`config.mk`:
```
export PLATFORM = sky130hd
export DESIGN_NAME = frame_pacer
export DESIGN_NICKNAME = d
export VERILOG_FILES = /design/src/rtl/frame_pacer.sv
export SDC_FILE = /design/constraint.sdc
export NUM_CORES = 1
export LEC_CHECK = 0
export BUFFER_PORTS_ARGS = -buffer_cell sky130_fd_sc_hd__buf_2
export CORE_MARGIN = 2
export CORE_UTILIZATION = 53
export DETAILED_ROUTE_END_ITERATION = 8
export PLACE_DENSITY = 0.73
export SYNTH_ARGS = -nofsm -noshare
export SYNTH_HDL_FRONTEND = slang
export SYNTH_SLANG_ARGS = --single-unit
```
`constraint.sdc`:
```
create_clock -name clk_in -period 3.75 [get_ports clk_in]
set_input_delay 0.75 -clock clk_in [delete_from_list [all_inputs] [get_ports clk_in]]
set_output_delay 0.75 -clock clk_in [all_outputs]
set_load 0.005 [all_outputs]
```
`src/rtl/frame_pacer.sv`:
```
// Frame pacer: paces renderer frame requests off a prescaler tick and flags late acknowledges.
// Optional FRAME_PACER_OVERRUN_CNT_EN adds a saturating 8-bit overrun_count output.
module frame_pacer #(
  parameter int TICKS_PER_FRAME = 4,
  parameter int NUM_FRAMES      = 6572,
  parameter int FRAME_W         = 13
) (
  input  logic               clk_in,
  input  logic               rst,
  input  logic               tick,
  input  logic               start,
  input  logic               stop,
  output logic               frame_req,
  input  logic               frame_ack,
  output logic [FRAME_W-1:0] frame_index,
  output logic               busy,
  output logic               done,
  output logic               overrun
`ifdef FRAME_PACER_OVERRUN_CNT_EN
  ,
  output logic [7:0]         overrun_count
`endif
);

  localparam int CNT_W = (TICKS_PER_FRAME > 2) ? $clog2(TICKS_PER_FRAME) : 1;
  localparam logic [CNT_W-1:0]   LAST_TICK  = CNT_W'(TICKS_PER_FRAME - 1);
  localparam logic [FRAME_W-1:0] LAST_FRAME = FRAME_W'(NUM_FRAMES - 1);

  typedef enum logic [1:0] {
    S_IDLE = 2'd0,
    S_PACE = 2'd1,
    S_REQ  = 2'd2
  } state_t;

  state_t             r_state;
  logic [CNT_W-1:0]   r_tick_cnt;
  logic [FRAME_W-1:0] r_frame_index;
  logic               r_frame_req;
  logic               r_pending;
  logic               r_done;
  logic               r_overrun;
`ifdef FRAME_PACER_OVERRUN_CNT_EN
  logic [7:0]         r_ovr_cnt;
`endif

  logic               w_elapse;
  logic               w_ack;
  logic [CNT_W-1:0]   w_tick_next;

  assign w_elapse    = tick && (r_tick_cnt == LAST_TICK);
  // An ack only counts while a request is actually on the wire (not during the one-cycle gap).
  assign w_ack       = frame_ack && r_frame_req;
  assign w_tick_next = w_elapse ? '0 : (r_tick_cnt + 1'b1);

  always_ff @(posedge clk_in or posedge rst) begin
    if (rst) begin
      r_state       <= S_IDLE;
      r_tick_cnt    <= '0;
      r_frame_index <= '0;
      r_frame_req   <= 1'b0;
      r_pending     <= 1'b0;
      r_done        <= 1'b0;
      r_overrun     <= 1'b0;
`ifdef FRAME_PACER_OVERRUN_CNT_EN
      r_ovr_cnt     <= '0;
`endif
    end else begin
      r_done <= 1'b0;
      if (stop) begin
        r_state     <= S_IDLE;
        r_frame_req <= 1'b0;
        r_pending   <= 1'b0;
      end else begin
        case (r_state)
          S_IDLE: begin
            if (start) begin
              r_state       <= S_REQ;
              r_frame_req   <= 1'b1;
              r_frame_index <= '0;
              r_tick_cnt    <= '0;
              r_pending     <= 1'b0;
              r_overrun     <= 1'b0;
`ifdef FRAME_PACER_OVERRUN_CNT_EN
              r_ovr_cnt     <= '0;
`endif
            end
          end
          S_PACE: begin
            if (tick) r_tick_cnt <= w_tick_next;
            if (w_elapse) begin
              r_state       <= S_REQ;
              r_frame_req   <= 1'b1;
              r_frame_index <= r_frame_index + 1'b1;
            end
          end
          S_REQ: begin
            if (tick) r_tick_cnt <= w_tick_next;
            if (w_elapse) begin
              r_overrun <= 1'b1;
`ifdef FRAME_PACER_OVERRUN_CNT_EN
              if (r_ovr_cnt != 8'hFF) r_ovr_cnt <= r_ovr_cnt + 8'd1;
`endif
            end
            if (w_ack) begin
              r_frame_req <= 1'b0;
              if (r_frame_index == LAST_FRAME) begin
                r_state   <= S_IDLE;
                r_done    <= 1'b1;
                r_pending <= 1'b0;
              end else if (r_pending || w_elapse) begin
                // Catch up on the missed period: next frame, re-request after a one-cycle gap.
                r_pending     <= 1'b0;
                r_frame_index <= r_frame_index + 1'b1;
              end else begin
                r_state <= S_PACE;
              end
            end else begin
              if (w_elapse) r_pending <= 1'b1;
              r_frame_req <= 1'b1;
            end
          end
          default: begin
            r_state     <= S_IDLE;
            r_frame_req <= 1'b0;
          end
        endcase
      end
    end
  end

  assign frame_req   = r_frame_req;
  assign frame_index = r_frame_index;
  assign busy        = (r_state != S_IDLE);
  assign done        = r_done;
  assign overrun     = r_overrun;
`ifdef FRAME_PACER_OVERRUN_CNT_EN
  assign overrun_count = r_ovr_cnt;
`endif

endmodule

```
Word-level counts from Yosys, hierarchy flattened
Index checks and enable logic that the tools add are counted.

Bits in registers: 21. Input bits: 6. Output and inout port bits: 17.

$add $sub $neg: 2. Eq/ne operators: 17. Mux-type cells: 33. Bitwise operators: 1. Reduce and logical (&&, ||, !) cells: 16.

Operators with widths (count): $mux 13 (5); $pmux 13 s3 (1); $mux 2 (9); $reduce_and 4->1 (4); $add 13x1->13 const B (1); $eq 13x13->1 const B (1); $mux 1 (13); $ne 2x2->1 const B (6); $ne 3x3->1 const B (3); $ne 4x4->1 const B (2); $reduce_and 7->1 (1); $pmux 2 s3 (1); $reduce_bool 2->1 (3); $reduce_bool 3->1 (2); $ne 5x5->1 const B (1); $eq 2x2->1 const B (2); $pmux 1 s2 (2); $pmux 2 s2 (1); $pmux 1 s3 (1); $add 2x1->2 const B (1); $eq 2x1->1 const B (1); $logic_and 1x1->1 (2); $logic_not 2->1 (1); $ne 2x1->1 const B (1); other kinds (4) (4).

Logic depth before layout (Yosys ltp)
Word-level depth: 8. Depth in mapped cells: 8.

Least setup slack after synthesis
OpenSTA, ideal clock, no wires.

Path type: register to register. From: register r_state[0]. To: register r_frame_index[12], in the netlist frame_index[12]. Library setup time: 95 ps. Data arrival time: 2087 ps. Path slack: 1568 ps. Stages on the path, launching flop included: 9. Path through: dfrtp_1 inv_1 ha_1 nor2b_1 a2111oi_2 o211ai_4 or2_1 buf_4 o31ai_1.

Cells in the longest elaborated chain, start to end: 3.

Ends and longest elaborated chain: start: declaration (line 35) `state_t r_state;`; start signal: assignment (line 57) `r_state <= S_IDLE;`; start signal: assignment (line 70) `r_state <= S_IDLE;`; start signal: assignment (line 77) `r_state <= S_REQ;`; $eq 2x2->1, or another cell as far along (line 74) `case (r_state)`; $ne 2x2->1 (no line) or $reduce_bool 3->1 (tied branches); $reduce_and 7->1 (no line); end signal: assignment (line 93) `r_frame_index <= r_frame_index + 1'b1;`; end signal: assignment (line 113) `r_frame_index <= r_frame_index + 1'b1;`; end: declaration (line 37) `logic [FRAME_W-1:0] r_frame_index;`.

Several ways; a longest one is shown, not always the timed one. A chain may end at the register's enable or synchronous reset.

Final worst setup path
Same ends and word-level chain as after synthesis.

==> results.md <==
- Status: complete, no violations
- Clk buf depth: 2
- Final hold vios: 0
- Slew at the pin closest to its max-slew limit: 0.803 ns
- Crit path kind: reg -> reg
- Asr flop ratio synth: 100%
- Final wirelength: 2.94 mm
- IO buf count: 22
- Die X: 53.4 µm
- Routability Congestion: 0.846
- CP Depth: 7
- Max IR drop VDD: slightly above 0.4 mV
- Syn_nets: 157
- Largest cells by area after synthesis: dfrtp_1 (41%), ha_1 (6.8%), nand2_1 (5.5%), o21ai_0 (5.0%), nor2_1 (3.2%)
- Crit-path max FO: 19
- Register bit count reported by yosys: 21
- Setup violators final: 0
- Syn avg cell area: around 9 µm²
- HP Class: reg -> reg
- Multi-input gate area: 712 µm²
- Final period utilization: 70.4%
- Vias per Instance: 6.07
- Nature of the critical path startpoint: flop
- 1st-iter DRT viols: 46
- GRT Util Overall: 23.5%
- Initial core utilization: 57.4%
- Area Growth Syn to Fin: 10.9%
- Cts repair resizes: 0
- Clk slew on worst S/H paths: between 0.1 and 0.15 ns
- DP Wirelength: roughly 2.1 mm
- Row cnt: 17
- Slew HR: 46.4%
- CP bufs+invs: 1
- Largest net degree at the start of global routing: 22
- WHS Endpoint: frame_req$_DFFE_PP0P_
- Fin nets: 179
- Slew Limit Fails: 0
- Grt ovf: 0
- Root Buffer: clkbuf_4
- Wirelength per Cell: 15.2 µm
- Clock latency on the worst-skew pair: 0.31 ns
- Worst Reg-to-Reg Cells: 7
- YS warnings: 0
- Hold Startpoint: frame_req$_DFFE_PP0P_
- Post-synth top area cell: dfrtp_1
- Core ar.: 0.00225 mm²
- Boundary pin count: 23
- Die Span Y: about 53 µm
- Worst Path Required: roughly 4.0 ns
- Sequential-to-total area share from yosys stat: 40.6%
- Clk sink count: 21
- Max H-tree Level: 1
- Post-synth EDFFs: 0
- Slowest stage delay, CP: roughly 0.55 ns
- R2R Path End: frame_index[12]$_DFFE_PP0P_
- Share of cells above drive strength 1: 19.4%
- Crit-path cells: inv_1 > ha_1 > nor2b_1 > a2111oi_2 > o211ai_4 > or2_1 > o31ai_1
- Hold-fix buffers, CTS: 0
- Fin util: 63.7%
- TritonCTS clock tree: built
- Final setup TNS: 0 ns
- Worst Skew: 0.00144 ns
- CTS Buf Count: 3
- Critical path's top delay family: compound AO/OA/AOI/OAI gates
- RSZ-0062 raised after global routing: no
- DIE AREA: approximately 0.0029 mm²
- Max Fclk: 379 MHz
- Critical path startpoint: r_state[0]$_DFFE_PP0P_
- Max-cap violation count: 0
- Register Area: between 500 and 600 µm²
- Mapped Area: ~0.0013 mm²
- Critical Path End Type: flop
- Hold depth: 1
- Crit-path slowest cell: a2111oi_2
- Layout fillers: 198
- Initial antenna violation count: 0
- Post-route ant nets: 0
- First-pass GRT wire length: about 4.8 mm
- Area share of the largest cell type after synthesis: 40.6%
- Setup bufs post-CTS: 0
- Via count: between 1000 and 1500
- Remaining DRCs: 0
- Synthesized netlist cell count: 144
- Final min period: 2.64 ns
- Reg2reg setup slack: around 1.1 ns
- Vias in the first global route: 1056
- Reg2reg start: r_state[0]$_DFFE_PP0P_
- Count of different cell masters after synthesis: approximately 40
- Crit path arrival time: 2.86 ns
- Detailed Routing Iterations Pass 1: 4
- Ant. Diodes: 0
- Leakage: 0.661 nW
- Main synth FF type: dfrtp_1
- Pwr per Cell Area: 629 mW/mm²
==> area by class of cell <==
type,instances,share of cell area (%)
multi-input cells,111,49.6
clock buffers,3,1.57
clock inverters,1,0.348
inverters,7,1.83
well taps,28,2.44
flip-flops and latches,21,36.6
repair buffers,22,7.67
==> stage by stage <==
step	area, µm²	setup slack, ns	std cells	power [mW]	hold slack, ns
6_report	1440	1.11	193	0.904	0.508
5_1_grt	1440	0.907	193	0.983	0.560
4_1_cts	1440	1.11	193	0.910	0.516
3_5_place_dp	1410	1.19	189	0.794	0.487
3_3_place_gp	1410	1.29	189	0.773	0.488
2_1_floorplan	1290	1.57	144	0.676	0.474
==> layout by cell type (no fill, tap or decap) <==
| master | count |
|---|---|
| ha_1 | 7 |
| nor2b_1 | 3 |
| o2bb2ai_1 | 1 |
| nor2_1 | 11 |
| nand4b_1 | 1 |
| dfrtp_1 | 21 |
| a31oi_1 | 6 |
| clkinv_2 | 1 |
| nand2b_1 | 1 |
| a22o_1 | 1 |
| o21ai_0 | 13 |
| or4_4 | 1 |
| o211ai_4 | 1 |
| nand4_1 | 2 |
| inv_1 | 7 |
| nand3_1 | 6 |
| o21ba_2 | 1 |
| a311o_1 | 1 |
| nor4_1 | 2 |
| a21oi_1 | 5 |
| or4b_1 | 1 |
| a21boi_0 | 1 |
| or4_1 | 1 |
| nor3_1 | 2 |
| a21o_1 | 2 |
| or2_1 | 1 |
| nand2_1 | 19 |
| a211oi_1 | 1 |
| buf_2 | 22 |
| o221ai_1 | 3 |
| clkbuf_4 | 3 |
| nand3b_1 | 2 |
| and2_1 | 2 |
| a2111oi_0 | 1 |
| a2111oi_2 | 1 |
| o311ai_0 | 1 |
| mux2_2 | 1 |
| o31ai_1 | 5 |
| and3_1 | 3 |
| and2_2 | 1 |
==> cells in the mapped netlist (all sizes together), types with 2 or more instances <==
master / count
a31oi: 6
o21ai: 13
a21o: 2
clkbuf: 2
nand2: 19
nand4: 2
a2111oi: 2
o31ai: 5
buf: 3
inv: 7
and3: 3
ha: 7
nor4: 2
and2: 3
nor2: 11
dfrtp: 21
a21oi: 5
or4: 2
o221ai: 3
nand3b: 2
nor3: 2
nand3: 6
nor2b: 3
==> worst reg2reg max path: cells and delay by family, from the launching register on <==
family,cells,cell delay [ns]
DFF,1,0.47
buffers and inverters,1,0.09
and+or+nand+nor,2,0.59
adders and majority gates,1,0.28
AOI/OAI and AO/OA,3,1.12
==> layer usage <==
layer | GRT usage (%) | vias to the layer above | routed length (µm)
li1 | - | 577 | -
met1 | 30.9 | 553 | 1330
met2 | 38.3 | 37 | 1410
met3 | 3.39 | 5 | 148
met4 | 9.83 | 0 | 44
met5 | 0 | - | 0
==> flip-flops by register name, indices dropped and copies added (netlist names) <==
signal and count:
r_state 2, frame_req 1, frame_index 13, overrun 1, r_tick_cnt 2, done 1, r_pending 1
==> logic make-up after synthesis <==
kind of cell / Yosys count / share of synthesized area, %
compound gates: 44 / 24.2
fa+ha+maj: 7 / 6.76
buf+inv: 12 / 4.44
flops: 21 / 40.6
simple gates: 59 / 23.2
mux: 1 / 0.870
==> worst max path at each step <==
| stage | slack [ns] | to |
|---|---|---|
| 6_report | 1.11 | frame_index[12]$_DFFE_PP0P_ |
| 5_1_grt | 0.91 | frame_index[5]$_DFFE_PP0P_ |
| 4_1_cts | 1.11 | frame_index[12]$_DFFE_PP0P_ |
| 3_5_place_dp | 1.19 | frame_index[12]$_DFFE_PP0P_ |
| 3_3_place_gp | 1.29 | frame_index[5]$_DFFE_PP0P_ |
| 2_1_floorplan | 1.57 | frame_index[12]$_DFFE_PP0P_ |
==> power breakdown <==
part           internal [mW]  switching (mW)  leakage, nW
Sequential             0.279          0.0699        0.272
Combinational          0.176           0.267        0.371
Clock                 0.0399          0.0716       0.0177
Power figures use the tool's default switching activity.
